`config.mk`:
```
export PLATFORM = sky130hd
export DESIGN_NAME = redmule_tile_ctrl
export DESIGN_NICKNAME = d
export VERILOG_FILES = /design/src/rtl/redmule_tile_ctrl.sv
export SDC_FILE = /design/constraint.sdc
export NUM_CORES = 1
export LEC_CHECK = 0
export BUFFER_PORTS_ARGS = -buffer_cell sky130_fd_sc_hd__buf_2
export CORE_MARGIN = 2
export CORE_UTILIZATION = 58
export CTS_CLUSTER_DIAMETER = 60
export DETAILED_ROUTE_END_ITERATION = 8
export PLACE_DENSITY = 0.81
export SLEW_MARGIN = 20
export SYNTH_ARGS = -nofsm -noshare
export SYNTH_HDL_FRONTEND = slang
export SYNTH_SLANG_ARGS = --single-unit
```
`constraint.sdc`:
```
create_clock -name clk_i -period 3.8 [get_ports clk_i]
set_input_delay 0.76 -clock clk_i [delete_from_list [all_inputs] [get_ports clk_i]]
set_output_delay 0.76 -clock clk_i [all_outputs]
set_load 0.02 [all_outputs]
```
`src/rtl/redmule_tile_ctrl.sv`:
```
// RedMulE tile controller: sequences one GEMM job (first load, W-row streaming,
// optional Y preload, Z buffering and Z stores) and counts busy cycles.
module redmule_tile_ctrl #(
  parameter int unsigned Height      = 4,
  parameter int unsigned Width       = 8,
  parameter int unsigned NumPipeRegs = 3,
  parameter int unsigned CntWidth    = 16
) (
  input  logic                clk_i,
  input  logic                rst_i,
  input  logic                clear_i,
  input  logic                start_i,
  input  logic                acc_mode_i,
  input  logic [CntWidth-1:0] w_iters_i,
  input  logic [CntWidth-1:0] tot_stores_i,
  input  logic                w_loaded_i,
  input  logic                y_loaded_i,
  input  logic                reg_enable_i,
  input  logic                zbuf_full_i,
  input  logic                zbuf_empty_i,
  output logic                busy_o,
  output logic                done_o,
  output logic                cfg_err_o,
  output logic                first_load_o,
  output logic                y_preload_o,
  output logic                storing_o,
  output logic                finished_o,
  output logic                sched_rst_o,
  output logic                flush_o,
  output logic                accumulate_o,
  output logic                w_shift_o,
  output logic                z_fill_o,
  output logic                z_buffer_clk_en_o,
  output logic [31:0]         cycles_o
);

  localparam int unsigned Tile      = (NumPipeRegs + 1) * Height;
  localparam int unsigned CompWidth = $clog2(Height) + 1;

  // An illegal geometry turns every start into a configuration error.
  localparam bit GeomOk = (Height >= 2) && (Height <= 32) && (Width >= 1) && (Tile >= Height);

  localparam logic [CompWidth-1:0] CompWrap  = CompWidth'(Height - 1);
  localparam logic [CompWidth-1:0] CompDrain = CompWidth'(Height - 2);

  typedef enum logic [2:0] {
    StIdle, StStarting, StPreload, StComputing, StBuffering, StStoring, StFinished
  } state_e;

  state_e                state_q;
  logic [CntWidth-1:0]   row_cnt_q;
  logic [CompWidth-1:0]  comp_cnt_q;
  logic [CntWidth-1:0]   store_cnt_q;
  logic [CntWidth-1:0]   w_iters_q;
  logic [CntWidth-1:0]   tot_stores_q;
  logic                  acc_mode_q;
  logic                  acc_q;
  logic                  last_row_q;
  logic                  cfg_err_q;
  logic [31:0]           cycles_q;
  logic                  comp_en;
  logic                  last_store;

  // Compute counter only runs once enough W rows are in flight to fill the array.
  assign comp_en    = (row_cnt_q >= CntWidth'(Height)) || (row_cnt_q >= w_iters_q);
  assign last_store = (store_cnt_q == tot_stores_q - 1'b1);

  // Job sequencing, row/compute/store counters and sticky config error.
  always_ff @(posedge clk_i) begin
    if (rst_i || clear_i) begin
      state_q      <= StIdle;
      row_cnt_q    <= '0;
      comp_cnt_q   <= '0;
      store_cnt_q  <= '0;
      w_iters_q    <= '0;
      tot_stores_q <= '0;
      acc_mode_q   <= 1'b0;
      acc_q        <= 1'b0;
      last_row_q   <= 1'b0;
      cfg_err_q    <= 1'b0;
    end else begin
      // Loads are counted in any active state; later assignments below override.
      if (w_loaded_i && (state_q != StIdle) && (state_q != StFinished)) begin
        row_cnt_q <= row_cnt_q + 1'b1;
      end
      unique case (state_q)
        StIdle: begin
          if (start_i) begin
            w_iters_q    <= w_iters_i;
            tot_stores_q <= tot_stores_i;
            acc_mode_q   <= acc_mode_i;
            if ((w_iters_i == '0) || (tot_stores_i == '0) || !GeomOk) begin
              cfg_err_q <= 1'b1;
              state_q   <= StFinished;
            end else begin
              cfg_err_q <= 1'b0;
              state_q   <= StStarting;
            end
          end
        end
        StStarting: begin
          if (w_loaded_i) state_q <= acc_mode_q ? StPreload : StComputing;
        end
        StPreload: begin
          if (y_loaded_i) begin
            acc_q   <= 1'b1;
            state_q <= StComputing;
          end
        end
        StComputing: begin
          if (row_cnt_q == w_iters_q) last_row_q <= 1'b1;
          if (last_row_q && (comp_cnt_q == CompDrain) && reg_enable_i) begin
            // The load seen on this cycle is the first row of the next pass.
            row_cnt_q  <= CntWidth'(1);
            comp_cnt_q <= '0;
            acc_q      <= 1'b0;
            state_q    <= StBuffering;
          end else if (!last_row_q && (comp_cnt_q == CompWrap)) begin
            acc_q      <= 1'b1;
            comp_cnt_q <= '0;
          end else if (comp_en && reg_enable_i) begin
            comp_cnt_q <= comp_cnt_q + 1'b1;
          end
        end
        StBuffering: begin
          last_row_q <= 1'b0;
          if (zbuf_full_i) begin
            acc_q   <= 1'b1;
            state_q <= StStoring;
          end
        end
        StStoring: begin
          if (zbuf_empty_i) begin
            if (last_store) begin
              state_q <= StFinished;
            end else begin
              store_cnt_q <= store_cnt_q + 1'b1;
              state_q     <= acc_mode_q ? StPreload : StComputing;
            end
          end
        end
        StFinished: begin
          row_cnt_q   <= '0;
          comp_cnt_q  <= '0;
          store_cnt_q <= '0;
          acc_q       <= 1'b0;
          last_row_q  <= 1'b0;
          state_q     <= StIdle;
        end
        default: state_q <= StIdle;
      endcase
    end
  end

  // Busy-cycle counter: restarts on an accepted start, saturates, holds when idle.
  always_ff @(posedge clk_i) begin
    if (rst_i || clear_i) begin
      cycles_q <= '0;
    end else if ((state_q == StIdle) && start_i) begin
      cycles_q <= '0;
    end else if (busy_o && (cycles_q != '1)) begin
      cycles_q <= cycles_q + 32'd1;
    end
  end

  // Output decode from the current state.
  always_comb begin
    busy_o            = (state_q != StIdle) && (state_q != StFinished);
    w_shift_o         = !((state_q == StIdle) || (state_q == StStarting) ||
                          (state_q == StPreload));
    done_o            = 1'b0;
    first_load_o      = 1'b0;
    y_preload_o       = 1'b0;
    storing_o         = 1'b0;
    finished_o        = 1'b0;
    sched_rst_o       = 1'b0;
    flush_o           = 1'b0;
    z_fill_o          = 1'b0;
    // Keep the Z buffer clocked while a clear flushes it.
    z_buffer_clk_en_o = clear_i;
    unique case (state_q)
      StStarting:  first_load_o = 1'b1;
      StPreload:   y_preload_o  = 1'b1;
      StBuffering: begin
        z_buffer_clk_en_o = 1'b1;
        z_fill_o          = reg_enable_i;
      end
      StStoring: begin
        storing_o  = 1'b1;
        finished_o = zbuf_empty_i && last_store;
      end
      StFinished: begin
        done_o      = 1'b1;
        flush_o     = 1'b1;
        sched_rst_o = 1'b1;
        finished_o  = 1'b1;
      end
      default: ;
    endcase
  end

  assign accumulate_o = acc_q;
  assign cfg_err_o    = cfg_err_q;
  assign cycles_o     = cycles_q;

endmodule
```
---- Word-level counts from Yosys, hierarchy flattened ----
Index checks and enable logic that the tools add are counted.
storage, ports and cells
  bits in registers ....................... 106
  bits of input ports ..................... 42
  output and inout port bits .............. 45
  word-level logic and storage cells ...... 108
cells by class
  add/sub/neg operators ................... 5
  magnitude comparators ................... 2
  equality and inequality tests ........... 22
  mux-type cells .......................... 35
  reductions and logical operators ........ 33
operator list
  operator               number
  $mux 16                4
  $pmux 16 s2            2
  $mux 3                 11
  $add 16x1->16 const B  2
  $add 32x1->32 const B  1
  $eq 16x16->1           2
  $logic_not 16->1       2
  $ne 32x32->1 const B   1
  $pmux 3 s6             1
  $ge 16x16->1           1
  $ge 16x3->1 const B    1
  $ne 2x2->1 const B     8
  $sub 16x1->16 const B  1
  $mux 1                 13
  $eq 3x2->1 const B     4
  $logic_and 1x1->1      10
  $eq 3x3->1 const B     3
  $ne 3x3->1 const B     2
  $pmux 3 s2             1
  $reduce_and 2->1       3
  $reduce_and 6->1       1
  $reduce_bool 2->1      3
  $logic_or 1x1->1       5
  $ne 4x4->1 const B     1
  other kinds (11)       14

---- Logic depth before layout (Yosys ltp) ----
  word-level depth ........................ 7
  mapped depth ............................ 10
  gate-level depth less buffers ........... 9

---- Worst setup path after synthesis ----
Ideal clock, no wire load.
  path type ............................... reg2out
  from .................................... register tot_stores_q[0]
  to ...................................... output finished_o
  arrival ................................. 2449 ps
  required time ........................... 3040 ps
  path slack .............................. 591 ps
  cell stages (with the launch flop) ...... 7
  cell sequence ........................... dfxtp_1 -> or4_4 -> nor4_4 -> mux2_2 -> a2111oi_4 -> nand3_2 -> o21ai_1
between the ends
  cells in the longest elaborated chain, start to end .. 4
RTL lines
  element                   RTL line  source
  start: declaration        55        logic [CntWidth-1:0] tot_stores_q;
  start signal: assignment  90        tot_stores_q <= tot_stores_i;
  $sub 16x1->16             66        assign last_store = (store_cnt_q == tot_stores_q - 1'b1);
  $eq 16x16->1              66
  $logic_and 1x1->1         190       finished_o = zbuf_empty_i && last_store;
  $pmux 1 s2                181       unique case (state_q)
  end: declaration          27        output logic finished_o,
Every way passes these cells.

---- Worst setup path after layout ----
  from .................................... register tot_stores_q[5]
  to ...................................... output finished_o
Same word-level chain as after synthesis.

==> results.json <==
{
  "outcome": "completed",
  "grt_usage_pct": 24.96,
  "cpMaxStageDelayCell": "or3_4",
  "synth_simple_gate_area_share_pct": 29.84,
  "wl_per_cell_um": 14.23,
  "cts_tree": "done",
  "hold_slack_ns": 0.4649,
  "cp-end-kind": "primary output",
  "grt_max_degree": 43,
  "multi_input_area_sq_um": 3523,
  "ant_nets": 0,
  "switchingPower_mw": 0.5281,
  "dr.pass1.iters": 6,
  "reg2reg_to": "store_cnt_q[15]",
  "min_from": "w_iters_q[4]",
  "synth_ff_type": "dfxtp_1",
  "fill_cells": 838,
  "dp_hpwl_mm": 10.11,
  "avgSynthCellArea_sq_um": 7.909,
  "nets": 883,
  "grt_util_met1_pct": 34.21,
  "synth-adder-area-share_pct": 4.871,
  "reg2regPathDepth": 8,
  "critical_path_class": "reg -> out",
  "comb_power_share_pct": 10.1,
  "arrival_ns": 2.90,
  "clkPwrFrac_pct": 36.3,
  "worst-r2r-setup-slack_ns": 0.84,
  "hold_violations": 0,
  "yosysSeqAreaShare_pct": 35.92,
  "syn_nets": 812,
  "tns_ns": 0,
  "clk_path_buf_depth": 2,
  "ff_latch_area_sq_um": 2122,
  "via_per_inst": 5.747,
  "clock-sinks": 106,
  "syn_to_final_growth_pct": 12.49,
  "sw_frac_of_total_pct": 24.85,
  "route.detailed.drc": 0,
  "power_density_nw_per_um2": 319.8,
  "ios": 87,
  "min_period_ns": 3.658,
  "worstPathCellList": "or3_4, nor4_4, mux2_2, a2111oi_4, nand3_4, o21ai_1, buf_2",
  "clk_latency_ns": 0.37,
  "core-area_sq_um": 9819,
  "vias": 5494,
  "total_power_mw": 2.125,
  "crit_required_ns": 3.04,
  "rows": 36,
  "hold_buffers": 0,
  "setup_viol": 0,
  "use_met3_pct": 4.117,
  "crit_buf_inv": 1,
  "worstPathMaxFanout": 9,
  "drive_gt1_share_pct": 15.33,
  "design.die.area_sq_um": 11010,
  "hold_depth": 2,
  "place_congestion": 0.9600,
  "grt_pass1_wl_mm": 22.87,
  "p_seq_share_pct": 53.7,
  "wirelength_mm": 13.61,
  "start_util_pct": 60.17,
  "crit_cells": 7,
  "layout_commonest_cell": "nand2_1",
  "maxCapViolCount": 0,
  "synth-compound-area-share_pct": 13.62,
  "grtUsageMet2_pct": 39.66,
  "synth.largest_area_cell": "dfxtp_1",
  "hold_path_class": "reg -> reg",
  "synthMuxAreaShare_pct": 1.715,
  "die-width_um": 104.9,
  "power.internal_mw": 1.597,
  "synth_top_family_by_area": "simple AND/OR/NAND/NOR gates",
  "min_to": "w_iters_q[4]",
  "synth_edf_count": 0,
  "synthesis.area_sq_um": 5908,
  "htree_levels": 3,
  "first_iter_violations": 494,
  "yosysWarnings": 0,
  "synthXorXnorAreaFrac_pct": 9.339,
  "ctsRootBufferMaster": "clkbuf_8",
  "async_flop_share_pct": 0,
  "cts_buffers": 9,
  "synth.distinct_cells": 64,
  "synthCells": 747,
  "reg2reg_from": "tot_stores_q[5]",
  "grt-busiest-layer": "met2",
  "tightest_slew_ns": 0.7771,
  "clk_pin_slew_ns": 0.10,
  "vdd.ir_drop.worst_mv": 0.2423,
  "critPathLaunchType": "register",
  "max_slew_margin_pct": 48.19,
  "grt_pass1_vias": 5081,
  "slowest_delay_ns": 0.46,
  "fin_skew_ns": 0.009610,
  "setup_ws_ns": 0.1422,
  "max_clock_freq_ghz": 0.2734,
  "period_share_pct": 96.26,
  "post-place-ws_ns": 0.3117,
  "final_util_pct": 67.69,
  "mostFrequentLayoutCells": "nand2_1 (123), dfxtp_1 (106), buf_2 (86)",
  "slew_violations": 0,
  "die_h_um": 104.9,
  "yosysTopAreaCellShare_pct": 35.92,
  "portBuffers": 86,
  "p_leak_nw": 2.596,
  "synth-seq-cells": 106,
  "cpLargestDelayFamily": "simple AND/OR/NAND/NOR gates",
  "synthTopCellsByArea": "dfxtp_1 (36%), nand2_1 (7.8%), a21oi_1 (5.2%), ha_1 (4.9%), xor2_1 (4.7%)",
  "grt_overflow": 0,
  "grt_antenna_before_repair": 1
}
[synth_stat cells, types with 3 or more instances]
cell type and instances:
a211oi_1 5, a21oi_1 61, a31o_1 6, and2_1 5, and3_1 13, and4_1 11, clkbuf_1 26, dfxtp_1 106
ha_1 23, inv_1 38, mux2i_1 9, nand2_1 123, nand2b_1 8, nand3_1 23, nand3b_1 3, nand4_1 28
nor2_1 68, nor3_1 19, nor4_1 18, o21a_1 3, o21ai_0 19, or2_2 7, or3_1 10, or4_1 3
xnor2_1 31, xor2_1 32
[final cells by class]
cell class              count  share of cell area, %
well taps                 133                  2.504
repair buffers             91                  7.041
clock inverters             4                  1.148
clock buffers              11                  2.127
flip-flops and latches    106                  31.93
diodes                      1                0.03765
multi-input cells         571                  53.01
inverters                  39                  2.203
[through the flow]
step | cells | area [sq um]
2_1_floorplan | 747 | 5908
3_3_place_gp | 938 | 6396
3_5_place_dp | 938 | 6396
4_1_cts | 953 | 6628
5_1_grt | 956 | 6646
6_report | 956 | 6646
[state kept, by name, indices dropped and copies added (netlist names)]
signal,flops
cycles_o,32
row_cnt_q,16
store_cnt_q,16
tot_stores_q,16
w_iters_q,16
comp_cnt_q,3
state_q,3
acc_mode_q,1
accumulate_o,1
cfg_err_o,1
last_row_q,1
[power by group through the flow]
stage | clock network, mW | registers (mW) | logic (mW)
2_1_floorplan | 0 | 1.16 | 0.154
3_3_place_gp | 0 | 1.16 | 0.204
3_5_place_dp | 0 | 1.17 | 0.210
4_1_cts | 0.782 | 1.14 | 0.212
5_1_grt | 0.823 | 1.14 | 0.239
6_report | 0.771 | 1.14 | 0.214
[worst max path at each step]
stage                          startpoint         end  slack, ns
after detailed placement  tot_stores_q[0]  finished_o       0.31
after global placement    tot_stores_q[5]  finished_o       0.45
after CTS                 tot_stores_q[5]  finished_o       0.02
final                     tot_stores_q[5]  finished_o       0.14
after floorplan           tot_stores_q[0]  finished_o       0.59
after global routing      tot_stores_q[5]  finished_o     -0.003
[worst register-to-register path, delay by kind of cell, from the launching register on]
kind,cells,cell delay [ns]
AOI/OAI and AO/OA,2,0.57
muxes,1,0.39
DFF,1,0.41
buffers and inverters,1,0.20
and+or+nand+nor,4,1.31
[routing by layer]
layer | vias up | wire (um) | share of wire [%]
li1 | 2739 | - | -
met1 | 2542 | 6276 | 46
met2 | 192 | 6183 | 45
met3 | 21 | 900 | 6.6
met4 | 0 | 247 | 1.8
met5 | - | 0 | 0
[logic make-up (layout without fill, tap and decap cells)]
group	Yosys count	in the layout
fa+ha+maj	23	23
simple gates	352	352
buf+inv	70	145
mux	10	10
xor+xnor	63	63
other cells	0	1
compound gates	123	123
flops	106	106
[what timing repair did]
action,4_1_cts,5_1_grt
hold endpoints to repair,0,0
setup buffers,0,2
pin swaps,1,2
setup endpoints to repair,1,1
resized for setup,2,0
Note: power is estimated with default switching activity, not from simulation.
